==> src/rtl/pipe_hazard_ctrl.sv <==
// Hazard and sequencing controller for the 5-stage RV32 pipeline: forwarding, load-use stalls,
// redirect flushes and a timer-interrupt drain/trap sequencer. Define HAZARD_PERF_CNT_EN for stall/flush counters.
module pipe_hazard_ctrl #(
    parameter int DRAIN_CYCLES = 3,
    parameter int REG_AW       = 5
) (
    input  logic              clk,
    input  logic              rst,
    input  logic [REG_AW-1:0] rs1_id,
    input  logic [REG_AW-1:0] rs2_id,
    input  logic [REG_AW-1:0] rs1_ex,
    input  logic [REG_AW-1:0] rs2_ex,
    input  logic [REG_AW-1:0] rd_ex,
    input  logic              rf_en_ex,
    input  logic              rd_en_ex,
    input  logic [REG_AW-1:0] rd_mem,
    input  logic              rf_en_mem,
    input  logic [REG_AW-1:0] rd_wb,
    input  logic              rf_en_wb,
    input  logic              br_take_id,
    input  logic              br_taken_ex,
    input  logic              epc_taken_mem,
    input  logic              timer_interrupt,
    output logic [1:0]        fwd_a_sel,
    output logic [1:0]        fwd_b_sel,
    output logic              stall_if,
    output logic              stall_id,
    output logic              flush_id,
    output logic              flush_ex,
    output logic              flush_mem,
    output logic              trap_req,
    output logic [1:0]        hz_state
`ifdef HAZARD_PERF_CNT_EN
    ,
    output logic [31:0]       stall_cnt,
    output logic [31:0]       flush_cnt
`endif
);

    typedef enum logic [1:0] {
        ST_RUN   = 2'b00,
        ST_DRAIN = 2'b01,
        ST_TRAP  = 2'b10,
        ST_WAIT  = 2'b11
    } state_t;

    localparam logic [3:0] DRAIN_INIT = 4'(DRAIN_CYCLES - 1);
    localparam logic [3:0] WAIT_INIT  = 4'd3;

    state_t     state, state_nxt;
    logic [3:0] cnt, cnt_nxt;
    logic       irq_pending, irq_pending_nxt;
    logic       load_use, lu_hit, busy;

    function automatic logic [1:0] fwd_sel(input logic [REG_AW-1:0] rs);
        if (rf_en_mem && (rd_mem != '0) && (rd_mem == rs))
            return 2'b01;
        else if (rf_en_wb && (rd_wb != '0) && (rd_wb == rs))
            return 2'b10;
        else
            return 2'b00;
    endfunction

    always_ff @(posedge clk) begin
        if (!rst) begin
            state       <= ST_RUN;
            cnt         <= '0;
            irq_pending <= 1'b0;
        end else begin
            state       <= state_nxt;
            cnt         <= cnt_nxt;
            irq_pending <= irq_pending_nxt;
        end
    end

    always_comb begin
        state_nxt       = state;
        cnt_nxt         = cnt;
        irq_pending_nxt = irq_pending;
        fwd_a_sel       = 2'b00;
        fwd_b_sel       = 2'b00;
        stall_if        = 1'b0;
        stall_id        = 1'b0;
        flush_id        = 1'b0;
        flush_ex        = 1'b0;
        flush_mem       = 1'b0;
        trap_req        = 1'b0;
        hz_state        = 2'b00;

        case (state)
            ST_RUN: begin
                // A CSR redirect in the accept cycle defers the interrupt by one cycle.
                if (timer_interrupt || irq_pending) begin
                    if (epc_taken_mem) begin
                        irq_pending_nxt = 1'b1;
                    end else begin
                        state_nxt       = ST_DRAIN;
                        cnt_nxt         = DRAIN_INIT;
                        irq_pending_nxt = 1'b0;
                    end
                end
            end
            ST_DRAIN: begin
                if (epc_taken_mem)
                    cnt_nxt = DRAIN_INIT;
                else if (cnt == '0)
                    state_nxt = ST_TRAP;
                else
                    cnt_nxt = cnt - 4'd1;
            end
            ST_TRAP: begin
                state_nxt = ST_WAIT;
                cnt_nxt   = WAIT_INIT;
            end
            ST_WAIT: begin
                if (epc_taken_mem || (cnt == '0))
                    state_nxt = ST_RUN;
                else
                    cnt_nxt = cnt - 4'd1;
            end
            default: state_nxt = ST_RUN;
        endcase

        busy     = (state != ST_RUN);
        load_use = rd_en_ex && rf_en_ex && (rd_ex != '0) &&
                   ((rd_ex == rs1_id) || (rd_ex == rs2_id));
        lu_hit   = load_use && !epc_taken_mem && !br_taken_ex && !br_take_id;

        // Outputs are forced quiet while reset is held.
        if (rst) begin
            fwd_a_sel = fwd_sel(rs1_ex);
            fwd_b_sel = fwd_sel(rs2_ex);
            stall_if  = lu_hit || busy;
            stall_id  = lu_hit;
            flush_id  = epc_taken_mem || br_taken_ex || br_take_id || busy;
            flush_ex  = epc_taken_mem || br_taken_ex || lu_hit;
            flush_mem = epc_taken_mem;
            trap_req  = (state == ST_TRAP);
            hz_state  = state;
        end
    end

`ifdef HAZARD_PERF_CNT_EN
    always_ff @(posedge clk) begin
        if (!rst) begin
            stall_cnt <= '0;
            flush_cnt <= '0;
        end else begin
            if (stall_if && (stall_cnt != 32'hFFFF_FFFF))
                stall_cnt <= stall_cnt + 32'd1;
            if ((flush_id || flush_ex || flush_mem) && (flush_cnt != 32'hFFFF_FFFF))
                flush_cnt <= flush_cnt + 32'd1;
        end
    end
`endif

endmodule
==> config.mk <==
export PLATFORM = sky130hd
export DESIGN_NAME = pipe_hazard_ctrl
export DESIGN_NICKNAME = d
export VERILOG_FILES = /design/src/rtl/pipe_hazard_ctrl.sv
export SDC_FILE = /design/constraint.sdc
export NUM_CORES = 1
export LEC_CHECK = 0
export CAP_MARGIN = 20
export CORE_ASPECT_RATIO = 0.5
export CORE_MARGIN = 3
export CORE_UTILIZATION = 30
export CTS_BUF_LIST = sky130_fd_sc_hd__clkbuf_16
export DETAILED_ROUTE_END_ITERATION = 12
export GPL_TIMING_DRIVEN = 0
export PLACE_DENSITY = 0.66
export SLEW_MARGIN = 40
export SYNTH_ARGS = -nofsm -noshare
export SYNTH_HDL_FRONTEND = slang
export SYNTH_SLANG_ARGS = --single-unit
==> constraint.sdc <==
create_clock -name clk -period 2.3 [get_ports clk]
set_input_delay 0.23 -clock clk [delete_from_list [all_inputs] [get_ports clk]]
set_output_delay 0.23 -clock clk [all_outputs]
set_load 0.005 [all_outputs]
# Word level (Yosys, flattened, before mapping)
# Index checks and enable logic that the tools add are counted.
# word_totals
register_bits	7
wordCells	78
out_inout_bits	12
# classes
add_sub_neg	1
eq_ne	16
reduce_logical	32
mux	26
# op_table
op	count
== test 5 bit	6
2-to-1 mux 2 bit	12
2-to-1 mux 4 bit	5
one-hot mux 4 bit (4 select lines)	1
nonzero test 5 bit	3
logical AND 1 bit	12
inequality test 2 bit, second input constant	6
logical OR 1 bit	8
one-hot mux 2 bit (4 select lines)	1
2-to-1 mux 1 bit	7
AND reduction 5 bit	1
== test 2 bit, second input constant	2
logical NOT 4 bit	1
AND reduction 4 bit	1
subtractor 4 x 1 -> 4 bit, second input constant	1
logical NOT 1 bit	3
inequality test 3 bit, second input constant	1
== test 2 x 1 -> 1 bit, second input constant	1
logical NOT 2 bit	1
AND reduction 2 bit	1
nonzero test 2 bit	1

# Depth between registers and ports, before layout
# depth
depth_word	8
mapped_depth	6
ltp_nobuf	6

# Least setup slack after synthesis
# OpenSTA, ideal clock, no wires.
# synth_timing
path_type	register to register
startpoint	register cnt[0]
endpoint	register cnt[3]
stages_incl_launch_ff	7
arrival_ps	1504
required_time_ps	2214
slack_ps	711
path_buffers	0
setup_ps	86
cell_sequence	dfxtp_1 inv_1 ha_1 or3b_4 o311ai_4 nor2_1 a211oi_1
# synth_between
elab_chain_cells	4
word_cells_on_any_way	10
cone_classes	add/sub (1); eq/ne (2); mux (4); reduce/logical (3)
# synth_rtl
element	line	source
start, declared	51	logic [3:0] cnt, cnt_nxt;
start signal, assigned	71	cnt <= cnt_nxt;
subtractor 4 x 1 -> 4 bit / logical NOT 4 bit (equally long branches)	--	
2-to-1 mux 4 bit / logical OR 1 bit (equally long branches)	106, 116	
2-to-1 mux 4 bit / inequality test 2 bit (equally long branches)	--	
one-hot mux 4 bit (4 select lines) / AND reduction 4 bit (equally long branches)	--	
# Several ways; a longest one is shown, not always the timed one. The select of a mux whose other input is x is not followed.
# A chain may end at the register's enable or synchronous reset.

# Worst setup path after layout
# layout_timing
startpoint	input port rd_ex[1]
endpoint	output port stall_id
# layout_between
elab_chain_cells	7
word_cells_on_any_way	10
cone_classes	eq/ne (2); mux (1); reduce/logical (7)
# layout_rtl
element	line	source
start, declared	13	input logic [REG_AW-1:0] rd_ex,
== test 5 bit / nonzero test 5 bit (equally long branches)	126, 125	
logical OR 1 bit / logical AND 1 bit (equally long branches)	126, 125	
logical AND 1 bit (*)	125	load_use = rd_en_ex && rf_en_ex && (rd_ex != '0) &&
logical AND 1 bit (*) (3 in a row)	127	lu_hit = load_use && !epc_taken_mem && !br_taken_ex && !br_take_id;
2-to-1 mux 1 bit (*)	130	if (rst) begin
end, declared	27	output logic stall_id,
# Every way passes the cells marked *; elsewhere a longest branch is shown, timed or not.

==> results.cfg <==
[run_status]
status = finished, final reports clean

[worst_setup_path]
path_cells = clkdlybuf4s50_1 -> or4_1 -> o211ai_1 -> nor2_1 -> clkdlybuf4s50_1
r2r_setup_slack_ns = 0.52
critPathMaxStageDelay_ns = 0.54
cp_max_fo = 3
critPathBufInv = 2
worstReg2RegStart = state[0]
worstPathArrival_ns = 1.97
path_class = input port to output port
crit_family = buffers and inverters
reg2regPathDepth = 6
cp-end-kind = output port
worst_path_max_delay_cell = or4_1
r2r-end = state[1]
crit_path_start_kind = input port
critPathRequiredTime_ns = 2.07
crit_top_cell = clkdlybuf4s50_1

[timing]
layout_setup_ws_ns = 0.0959
final-setup-viol-count = 0
rsz0062_at_grt = false
fin_crit_ns = 2.20
fmax_ghz = 0.454
slew_viol_final = 0
worst_slew_pin_slew_ns = 0.419
finClkSkew_ns = 0.00202
hold_viol_final = 0
slew_headroom_pct = 71.8
min_period_over_period_pct = 95.8

[placement]
dpl.hpwl_um = 2400
gp_congestion = 0.746
place_worst_setup_slack_ns = -0.289
port_buffers = 56
dp_cells = 216

[clocking]
clockBufferDepth = 2
htreeDepth = 1
cts_tree = done
numCtsBuffers = 3
cts_root_buffer = clkbuf_16
clock_latency_ns = 0.23
clock_sinks = 7
clk_pin_slew_ns = 0.04

[min_path]
min_path_type = register to register
min_to = cnt[3]
whs_path_depth = 1
hp-start = cnt[3]

[pwr]
cellLeakagePower_nw = 0.736
p_total_mw = 1.03
peakVddDrop_uv = 488
powerDensity_nw_per_um2 = 601

[drt]
drcViolationCount = 0
drtIter0Drc = 15
via_per_inst = 4.76
ant_nets = 0
wl_um = 2930
vias = 1051
wire_per_inst_um = 13.3
dr.pass1.iters = 4

[layout]
nets = 236
utilization_pct = 61.2
area_delta_synth_final_pct = 78.7
fillers = 264
n_antenna_cell = 0
final_layout_size_suffix_gt1_share_pct = 10.3
fin_cells = 221

[die]
die_w_um = 86.1
die_h_um = 46.1
core_region_area_um2 = 2810
ios = 57
initial_core_util_pct = 34.2
die-area_um2 = 3970
num_rows = 13

[synthesis]
ys_top_cells_by_count = 24 x xor2_1, 9 x inv_1, 7 x a21oi_1, 7 x dfxtp_1, 7 x nor2_1
syn_avg_cell_area_um2 = 7.83
yosys_most_used_dff = dfxtp_1
synth_cells = 123
async_flop_share_pct = 0
synth_seq_cells = 7
synth.area.top_cells = xor2_1 22%, dfxtp_1 15%, ha_1 7.8%, xnor2_1 5.5%, or4_1 3.9%
netlist_area_um2 = 963
ys_types = 34
ys.warnings.count = 0
synth_most_common_cell = xor2_1
yosysSeqAreaShare_pct = 14.5
syn-num-nets = 174
yosysTopAreaCell = xor2_1
synth_edf_count = 0
yosysTopAreaCellShare_pct = 21.8

[grt]
antenna_found_initial = 0
grt_pass1_wl_um = 4420
grt-ovfl-total = 0
grt_pass1_vias = 1004
grt_use_total_pct = 14.5
grt_max_degree = 11

[flow_run]
cap_violations = 0
layout by cell type, fill, tap and decap left out, types with 3 or more instances in the layout:
cell type        netlist  routed
a211oi_1               4       4
a21oi_1                7       7
and2_1                 3       3
clkbuf_16              0       3
clkdlybuf4s50_1        0      43
dfxtp_1                7       7
dlygate4sd2_1          0       3
dlymetal6s2s_1         0       9
ha_1                   6       6
inv_1                  9      10
nand2_1                5       5
nor2_1                 7       7
nor3_1                 5       4
o21ai_0                6       6
or4_1                  5       4
xnor2_1                6       6
xor2_1                24      24
worst max-delay path by stage:
stage	start	end	slack, ns	depth (start not counted)
2_1_floorplan	cnt[0]	cnt[3]	0.71	6
3_3_place_gp	rd_mem[1]	fwd_b_sel[1]	-0.28	6
3_5_place_dp	rd_mem[1]	fwd_a_sel[1]	-0.29	6
4_1_cts	rd_mem[0]	fwd_b_sel[0]	-0.08	6
5_1_grt	rst	stall_id	0.007	6
6_report	rd_ex[1]	stall_id	0.1	5
logic make-up after synthesis:
group,share of synthesized area (%)
and+or+nand+nor,25.7
DFF,14.5
xor gates and xnor gates,27.3
muxes,2.08
buffers and inverters,4.67
AOI/OAI and AO/OA,17.9
adders and majority gates,7.79
state kept, by name (all words and copies together), names as in the netlist:
register / count
irq_pending: 1
state: 2
cnt: 4
stage by stage:
stage	TNS, ns	hold slack, ns	area (um2)
5_1_grt	0	0.503	1720
3_3_place_gp	-0.793	0.461	1570
6_report	0	0.464	1720
4_1_cts	-0.114	0.468	1660
2_1_floorplan	0	0.420	963
3_5_place_dp	-0.787	0.463	1570
report_power, final:
group          total (mW)  leakage (nW)  internal (mW)  switching [mW]
Clock               0.299        0.0423          0.227          0.0727
Sequential          0.177        0.0572          0.153          0.0243
Combinational       0.558         0.636          0.275           0.283
Total                1.03         0.736          0.654           0.380
layer usage:
metal	global-route usage [%]	share of wire, %	vias up
met4	7.57	1.5	0
met3	1.96	1.8	4
met5	0	0	-
li1	-	-	558
met2	24.7	51	18
met1	18.3	46	471
what timing repair did:
action | 4_1_cts | 5_1_grt
resized for setup | 8 | 17
endpoints found under the hold margin | 0 | 0
setup endpoints to repair | 6 | 5
cloned | 0 | 0
buffers inserted | 0 | 1
hold buffers | 0 | 0
pin swaps | 1 | 6
cell type report:
cell class / instances / area, um2 / area share [%]
Buffer: 3 / 12.5 / 0.727
Clock buffer: 3 / 75.1 / 4.36
Clock inverter: 1 / 3.75 / 0.218
Inverter: 9 / 33.8 / 1.96
Multi-Input combinational cell: 104 / 828 / 48.1
Sequential cell: 7 / 140 / 8.14
Tap cell: 37 / 46.3 / 2.69
Timing Repair Buffer: 57 / 582 / 33.8
Power figures use the tool's default switching activity.
